`src/rtl/wm8731_i2c_config.sv`:
```
// One-shot I2C configuration master for the WM8731 codec: writes a fixed
// 10-entry register table, retrying entries on NACK and reporting busy/done/error.
module wm8731_i2c_config #(
    parameter int         CLK_DIV   = 125,
    parameter logic [6:0] DEV_ADDR  = 7'h1A,
    parameter int         MAX_RETRY = 3,
    parameter int         GAP_CYC   = 500
) (
    input  logic       clk,
    input  logic       reset_n,
    input  logic       start,
    input  logic       sda_in,
    output logic       scl_out,
    output logic       sda_oe,
    output logic       busy,
    output logic       done,
    output logic       error,
    output logic [3:0] err_index
);

    localparam int DIV_W = $clog2(CLK_DIV);
    localparam int GAP_W = $clog2(GAP_CYC + 1);
    localparam int RTY_W = $clog2(MAX_RETRY + 1);

    typedef enum logic [2:0] {
        IDLE, START, BYTE, ACK, STOP, GAP, DONE, ERROR
    } state_t;

    state_t           state;
    logic [DIV_W-1:0] div_cnt;
    logic [1:0]       q;
    logic [2:0]       bit_cnt;
    logic [1:0]       byte_cnt;
    logic [7:0]       shreg;
    logic [3:0]       index;
    logic [RTY_W-1:0] retry;
    logic [GAP_W-1:0] gap_cnt;
    logic             xfer_ok;
    logic             arm;
    logic             qtick;

    assign qtick = (div_cnt == DIV_W'(CLK_DIV - 1));

    // Register word layout is {reg[6:0], data[8:0]}.
    function automatic logic [15:0] table_word(input logic [3:0] idx);
        case (idx)
            4'd0:    table_word = {7'd15, 9'h000};
            4'd1:    table_word = {7'd0,  9'h017};
            4'd2:    table_word = {7'd1,  9'h017};
            4'd3:    table_word = {7'd2,  9'h079};
            4'd4:    table_word = {7'd3,  9'h079};
            4'd5:    table_word = {7'd4,  9'h012};
            4'd6:    table_word = {7'd5,  9'h000};
            4'd7:    table_word = {7'd6,  9'h000};
            4'd8:    table_word = {7'd7,  9'h042};
            4'd9:    table_word = {7'd9,  9'h001};
            default: table_word = 16'h0000;
        endcase
    endfunction

    function automatic logic [7:0] load_byte(input logic [1:0] sel, input logic [3:0] idx);
        logic [15:0] w;
        w = table_word(idx);
        case (sel)
            2'd0:    load_byte = {DEV_ADDR, 1'b0};
            2'd1:    load_byte = w[15:8];
            default: load_byte = w[7:0];
        endcase
    endfunction

    // Every bus phase is a 4-qtick cell; q tracks the position inside the cell.
    always_ff @(posedge clk or negedge reset_n) begin
        if (!reset_n) begin
            state     <= IDLE;
            div_cnt   <= '0;
            q         <= 2'd0;
            bit_cnt   <= 3'd0;
            byte_cnt  <= 2'd0;
            shreg     <= 8'h00;
            index     <= 4'd0;
            retry     <= '0;
            gap_cnt   <= '0;
            xfer_ok   <= 1'b0;
            arm       <= 1'b1;
            scl_out   <= 1'b1;
            sda_oe    <= 1'b0;
            busy      <= 1'b0;
            done      <= 1'b0;
            error     <= 1'b0;
            err_index <= 4'd0;
        end else begin
            div_cnt <= qtick ? '0 : div_cnt + 1'b1;
            case (state)
                IDLE: begin
                    scl_out <= 1'b1;
                    sda_oe  <= 1'b0;
                    if (start || arm) begin
                        arm     <= 1'b0;
                        busy    <= 1'b1;
                        done    <= 1'b0;
                        error   <= 1'b0;
                        index   <= 4'd0;
                        retry   <= '0;
                        q       <= 2'd0;
                        div_cnt <= '0;
                        state   <= START;
                    end
                end
                START: if (qtick) begin
                    q <= q + 2'd1;
                    case (q)
                        2'd0: begin scl_out <= 1'b1; sda_oe <= 1'b0; end
                        2'd1: sda_oe  <= 1'b1;
                        2'd2: scl_out <= 1'b0;
                        2'd3: begin
                            shreg    <= load_byte(2'd0, index);
                            byte_cnt <= 2'd0;
                            bit_cnt  <= 3'd0;
                            state    <= BYTE;
                        end
                    endcase
                end
                BYTE: if (qtick) begin
                    q <= q + 2'd1;
                    case (q)
                        2'd0: begin scl_out <= 1'b0; sda_oe <= ~shreg[7]; end
                        2'd2: scl_out <= 1'b1;
                        2'd3: begin
                            shreg   <= {shreg[6:0], 1'b0};
                            bit_cnt <= bit_cnt + 3'd1;
                            if (bit_cnt == 3'd7)
                                state <= ACK;
                        end
                        default: ;
                    endcase
                end
                ACK: if (qtick) begin
                    q <= q + 2'd1;
                    case (q)
                        2'd0: begin scl_out <= 1'b0; sda_oe <= 1'b0; end
                        2'd2: scl_out <= 1'b1;
                        2'd3: begin
                            if (sda_in) begin
                                xfer_ok <= 1'b0;
                                state   <= STOP;
                            end else if (byte_cnt == 2'd2) begin
                                xfer_ok <= 1'b1;
                                state   <= STOP;
                            end else begin
                                byte_cnt <= byte_cnt + 2'd1;
                                shreg    <= load_byte(byte_cnt + 2'd1, index);
                                bit_cnt  <= 3'd0;
                                state    <= BYTE;
                            end
                        end
                        default: ;
                    endcase
                end
                STOP: if (qtick) begin
                    q <= q + 2'd1;
                    case (q)
                        2'd0: begin scl_out <= 1'b0; sda_oe <= 1'b1; end
                        2'd2: scl_out <= 1'b1;
                        2'd3: begin
                            sda_oe  <= 1'b0;
                            gap_cnt <= '0;
                            state   <= GAP;
                        end
                        default: ;
                    endcase
                end
                GAP: begin
                    if (gap_cnt == GAP_W'(GAP_CYC - 1)) begin
                        q       <= 2'd0;
                        div_cnt <= '0;
                        if (xfer_ok && index == 4'd9) begin
                            state <= DONE;
                        end else if (xfer_ok) begin
                            index <= index + 4'd1;
                            retry <= '0;
                            state <= START;
                        end else if (int'(retry) + 1 < MAX_RETRY) begin
                            retry <= retry + 1'b1;
                            state <= START;
                        end else begin
                            err_index <= index;
                            state     <= ERROR;
                        end
                    end else begin
                        gap_cnt <= gap_cnt + 1'b1;
                    end
                end
                DONE: begin
                    busy  <= 1'b0;
                    done  <= 1'b1;
                    state <= IDLE;
                end
                ERROR: begin
                    busy  <= 1'b0;
                    error <= 1'b1;
                    state <= IDLE;
                end
                default: state <= IDLE;
            endcase
        end
    end

endmodule

```
`config.mk`:
```
export PLATFORM = sky130hd
export DESIGN_NAME = wm8731_i2c_config
export DESIGN_NICKNAME = d
export VERILOG_FILES = /design/src/rtl/wm8731_i2c_config.sv
export SDC_FILE = /design/constraint.sdc
export NUM_CORES = 1
export LEC_CHECK = 0
export ABC_AREA = 1
export CAP_MARGIN = 40
export CORE_UTILIZATION = 56
export DETAILED_ROUTE_END_ITERATION = 6
export DONT_BUFFER_PORTS = 1
export PLACE_DENSITY_LB_ADDON = 0.12
export SLEW_MARGIN = 0
export SYNTH_ARGS = -nofsm -noshare
export SYNTH_HDL_FRONTEND = slang
export SYNTH_SLANG_ARGS = --single-unit
```
`constraint.sdc`:
```
create_clock -name clk -period 2.25 [get_ports clk]
set_input_delay 0.45 -clock clk [delete_from_list [all_inputs] [get_ports clk]]
set_output_delay 0.45 -clock clk [all_outputs]
set_load 0.02 [all_outputs]
```
==> results.ini, run 1 <==
[die]
start_util_pct=58.7
coreArea_mm2=0.00554
num_rows=27
io_pins=13
die_x_um=78.2
dieArea_mm2=0.00612
die_h_um=78.2

[critical_path]
r2r_cells=8
rrSetupSlack_ns=0.46
r2r_end=shreg[4]
startpoint_type=flip-flop
r2r-start=state[2]
cp-end-kind=flip-flop
arrival_ns=2.03
critPathMaxFanout=14
required_ns=2.49
crit_type=reg -> reg

[synth]
yosysTopAreaCell=dfrtp_1
async_reset_ff_share_pct=100
yosysTopAreaCellShare_pct=37.7
synth_cell_type_count=36
syn_inst=440
synth_fp_nets=462
synth_edf_count=0
ys_warn_count=0
avgSynthCellArea_um2=7.40
yosysSeqAreaShare_pct=39.3
synth-main-ff-cell=dfrtp_1
ys_seq_elements=51
netlist_top_cells_area=dfrtp_1 (38%), nand2_1 (17%), ha_1 (6.9%)
syn-cell-area_mm2=0.00325

[sta]
fin_skew_ns=0.0113
fin_crit_ns=1.79
slew_violations=0
rsz0062_at_grt=no
setup_viol_count_final=0
fin_tns_setup_ns=0
slew-limit-headroom_pct=71.8
achievable-frequency_ghz=0.558
tightest_slew_ns=0.424
hold_viol_final=0
period_share_pct=79.6

[power_and_ir_drop]
ir_drop_v=0.000423
power.switching_fraction_pct=43.4
power.leakage_nw=1.71
clkPwrFrac_pct=18.0
power_frac_seq_pct=43.1
p_int_mw=1.69
switchingPower_mw=1.29
combinationalPowerShare_pct=38.9
power.density_mw_per_mm2=873

[clock_network]
clk_path_buf_depth=2
htreeDepth=2
clockRootBuffer=clkbuf_8
tritoncts=yes
cts-buffers-inserted=5
insertion_delay_ns=0.31
clkSinkCount=51
clk_pin_slew_ns=0.10
cts_setup_buffers=0

[final_layout]
final_common_cell=nand2_1
area_growth_pct=4.92
final_cell_mix=nand2_1 (150), dfrtp_1 (49), inv_1 (43)
fin_cells=515
drive_above_1_share_pct=10.2
nFillCells=518
antenna_cells=0
num-nets-final=464

[routing]
final_antenna_net_count=0
via_count=2654
first_pass_iters=4
drc_errors=0
wire_per_inst_um=12.6
drt_iter0_drc=111
finalWirelength_mm=6.49
vias_per_cell=5.15

[hold_path]
hold_start=sda_in
hold_path.class=in -> reg
hold_depth=1
hold_path_end=xfer_ok

[place]
post-dp-hpwl_mm=4.80
placedCellCount=505
io_buffers=0
place.gp.congestion=0.890

[global_route]
grt_overflow=0
antenna_found_initial=0
grt_pass1_wl_mm=11.3
grt_pass1_vias=2539
grt_max_degree=52
track_usage_pct=23.4

[outcome]
outcome=complete, no violations

[job]
cap_violations=0

stage by stage:
stage               setup slack (ns)  area (um2)  power, mW  util, %  hold WS (ns)
floorplan                      0.755        3250       2.23        -         0.154
global placement               0.491        3290       2.41     59.3         0.155
detailed placement             0.510        3290       2.43     59.3         0.156
CTS                            0.476        3410       3.00     61.6         0.207
global route                   0.290        3410       3.25     61.6         0.209
finish                         0.458        3410       2.98     61.6         0.210
layer usage:
| metal | vias to the layer above | routed length (um) | global-route usage [%] |
|---|---|---|---|
| met5 | - | 0 | 0 |
| met4 | 0 | 57 | 6.48 |
| met3 | 8 | 156 | 3.95 |
| met2 | 25 | 3110 | 39.0 |
| met1 | 1233 | 3170 | 31.2 |
| li1 | 1388 | - | - |
cells in the mapped netlist (2+ instances only):
master,instances
a21oi_1,16
buf_2,2
buf_6,3
dfrtp_1,49
dfstp_2,2
ha_1,18
inv_1,43
inv_2,5
inv_4,2
nand2_1,150
nand2_2,3
nand2_4,6
nand3_1,39
nand4_1,4
nor2_1,41
nor2_2,7
nor2_4,4
nor3_1,3
o211ai_1,2
o21ai_0,14
o21ai_1,6
or2_2,2
xor2_1,6
worst max-delay path, stage by stage, from the launching register on:
cell	delay, ns
dfrtp_1	0.60
inv_2	0.16
nand3_1	0.25
nor2_2	0.08
nor2_2	0.21
nand2_4	0.14
inv_2	0.12
nor2_1	0.05
nor2_1	0.10
power by group through the flow:
stage                     clock network (mW)  registers (mW)  logic (mW)
final                                  0.536            1.29        1.16
after global routing                   0.583            1.31        1.35
after CTS                              0.549            1.29        1.16
after detailed placement                   0            1.31        1.13
after global placement                     0            1.30        1.11
after floorplan                            0            1.23       0.996
flip-flops by register name, indices dropped and copies added, names as in the netlist:
name       flops
byte_cnt       2
q              2
err_index      4
sda_oe         1
busy           1
scl_out        1
xfer_ok        1
done           1
div_cnt        7
shreg          8
gap_cnt        9
error          1
state          3
retry          2
bit_cnt        3
arm            1
index          4
timing repair:
action                                 in CTS  in global routing
endpoints found under the hold margin      51                  0
resized for setup                           0                  0
hold buffers                                2                  0
cells by family (layout without fill, tap and decap cells):
kind of cell               Yosys count  count (layout)  synth area share, %
buffers and inverters               59              62                 8.04
AOI/OAI and AO/OA                   43              43                 7.73
DFF                                 51              51                 39.3
adders and majority gates           18              18                 6.92
and+or+nand+nor                    263             263                 36.4
xor gates and xnor gates             6               6                 1.61
area by class of cell:
type                            count  area [um2]  share of cell area [%]
Tap cell                           72        90.1                    2.64
Clock buffer                        5        68.8                    2.02
Multi-Input combinational cell    330        1710                    50.2
Timing Repair Buffer                2        37.5                    1.10
Inverter                           52         205                    6.01
Clock inverter                      3        20.0                   0.586
Sequential cell                    51        1280                    37.4
worst max-delay path by stage:
stage                           from  slack [ns]  cells past startpoint    endpoint
after CTS                   state[2]        0.48                      8    shreg[4]
after global routing        state[2]        0.29                      8  bit_cnt[2]
final                       state[2]        0.46                      8    shreg[4]
after detailed placement  div_cnt[0]        0.51                     11  gap_cnt[7]
after floorplan           gap_cnt[0]        0.76                     10    retry[0]
after global placement      state[2]        0.49                      8    shreg[7]
Note: power is estimated with default switching activity, not from simulation.
==> run 2, diff against run 1 <==
- clock period: 2.25 -> 1.84 ns (I/O delays scaled with it)
==> results.ini, run 2 (synthesized netlist as in run 1, its figures left out) <==
[place]
post-dp-hpwl_mm=4.92
io_buffers=0
place.gp.congestion=0.867
placed_area_mm2=0.00333

[critical_path]
critPathMaxFanout=13
r2r_end=state[1]
cp_cell_sequence=inv_4 -> nor2_8 -> nand2_4 -> clkinv_4 -> a21oi_2 -> nand3_1 -> nand2_1 -> nand2_1
cp-end-kind=flip-flop
crit_type=reg -> reg
crit_buf_inv=2
critical-path-max-stage-delay_ns=0.50
r2r-start=state[0]
r2r_cells=8
rrSetupSlack_ns=0.14
crit_cells=8
slowest_stage=dfrtp_1
required_ns=2.03
cp_common_cell=nand2_1
arrival_ns=1.89
startpoint_type=flip-flop
cp_top_family=simple AND/OR/NAND/NOR gates

[global_route]
grt_overflow=0
track_usage_pct=24.4
grt_max_degree=52
antenna_found_initial=0
grt_pass1_wl_mm=11.8
grt_pass1_vias=2708

[power_and_ir_drop]
power.leakage_nw=1.76
power.density_mw_per_mm2=1140
ir_drop_v=0.000557

[final_layout]
largest_register=gap_cnt
final_common_cell=nand2_1
fin_area_mm2=0.00351
top_regs=gap_cnt (9), shreg (8), div_cnt (7)
num-nets-final=469
area_growth_pct=7.96
drive_above_1_share_pct=12.5
final_cell_mix=nand2_1 (150), dfrtp_1 (47), inv_1 (43)
antenna_cells=0
largest_reg_flops=9

[clock_network]
htreeDepth=2
tritoncts=yes
clk_pin_slew_ns=0.10
cts_setup_buffers=0
clockRootBuffer=clkbuf_8
insertion_delay_ns=0.31
clkSinkCount=51
cts-buffers-inserted=5
clk_path_buf_depth=2

[hold_path]
hold_path_end=xfer_ok
hold_depth=1
hold_path.class=in -> reg
hold_start=sda_in

[routing]
vias_per_cell=5.22
wire_per_inst_um=12.9
final_antenna_net_count=0
drt_iter0_drc=154
drc_errors=0
via_count=2714
first_pass_iters=5
finalWirelength_mm=6.68

[die]
start_util_pct=58.7
io_pins=13
coreArea_mm2=0.00554
dieArea_mm2=0.00612
die_x_um=78.2
die_h_um=78.2
num_rows=27

[sta]
slew-limit-headroom_pct=77.6
setup_viol_count_final=0
fin_skew_ns=0.00763
hold_viol_final=0
slew_violations=0
period_share_pct=92.3
fin_tns_setup_ns=0
tightest_slew_ns=0.335
rsz0062_at_grt=no
fin_crit_ns=1.70
achievable-frequency_ghz=0.589

[job]
cap_violations=0

[outcome]
outcome=complete, no violations

run 2: cell count changes in the layout (fill, tap and decap cells not counted), sizes merged:
cell | previous run | this run
bufinv | 0 | 2
clkinvlp | 2 | 1
clkinv | 3 | 2
buf | 1 | 6
run 2: routing by layer:
metal,routed length [um],track usage [%]
met5,0,0
met4,82,8.89
met3,166,3.26
met2,3110,40.4
met1,3330,32.7
run 2: final cells by class:
cell class | count | area, um2
clock inverters | 3 | 67.6
inverters | 52 | 205
multi-input cells | 330 | 1730
well taps | 72 | 90.1
flip-flops and latches | 51 | 1280
fillers | 506 | 2030
repair buffers | 7 | 75.1
clock buffers | 5 | 68.8
run 2: where the power goes:
group	total, mW	internal (mW)	switching, mW	leakage, nW
Clock	0.934	0.542	0.391	0.0644
Sequential	1.57	1.31	0.266	0.673
Combinational	1.51	0.529	0.979	1.02
Total	4.01	2.38	1.64	1.76
run 2: worst max path at each step:
stage,from,endpoint
after floorplan,gap_cnt[0],retry[0]
after global placement,state[2],byte_cnt[0]
after detailed placement,state[2],shreg[7]
after CTS,state[2],shreg[7]
after global routing,state[2],byte_cnt[0]
final,state[0],state[1]
run 2: timing repair:
action / CTS / global route
endpoints found under the hold margin: 51 / 0
endpoints found under the setup margin: 0 / 17
hold buffers: 2 / 0
resized for setup: 0 / 6
run 2: stage by stage:
step	cells	power, mW	util (%)	setup slack, ns	hold slack, ns
3_5_place_dp	510	3.04	60.0	0.0897	0.0738
5_1_grt	520	4.34	63.4	0.000234	0.132
2_1_floorplan	440	2.72	-	0.345	0.0724
6_report	520	4.01	63.4	0.142	0.138
3_3_place_gp	510	3.01	60.0	0.122	0.0736
4_1_cts	520	4.01	63.2	0.0594	0.131
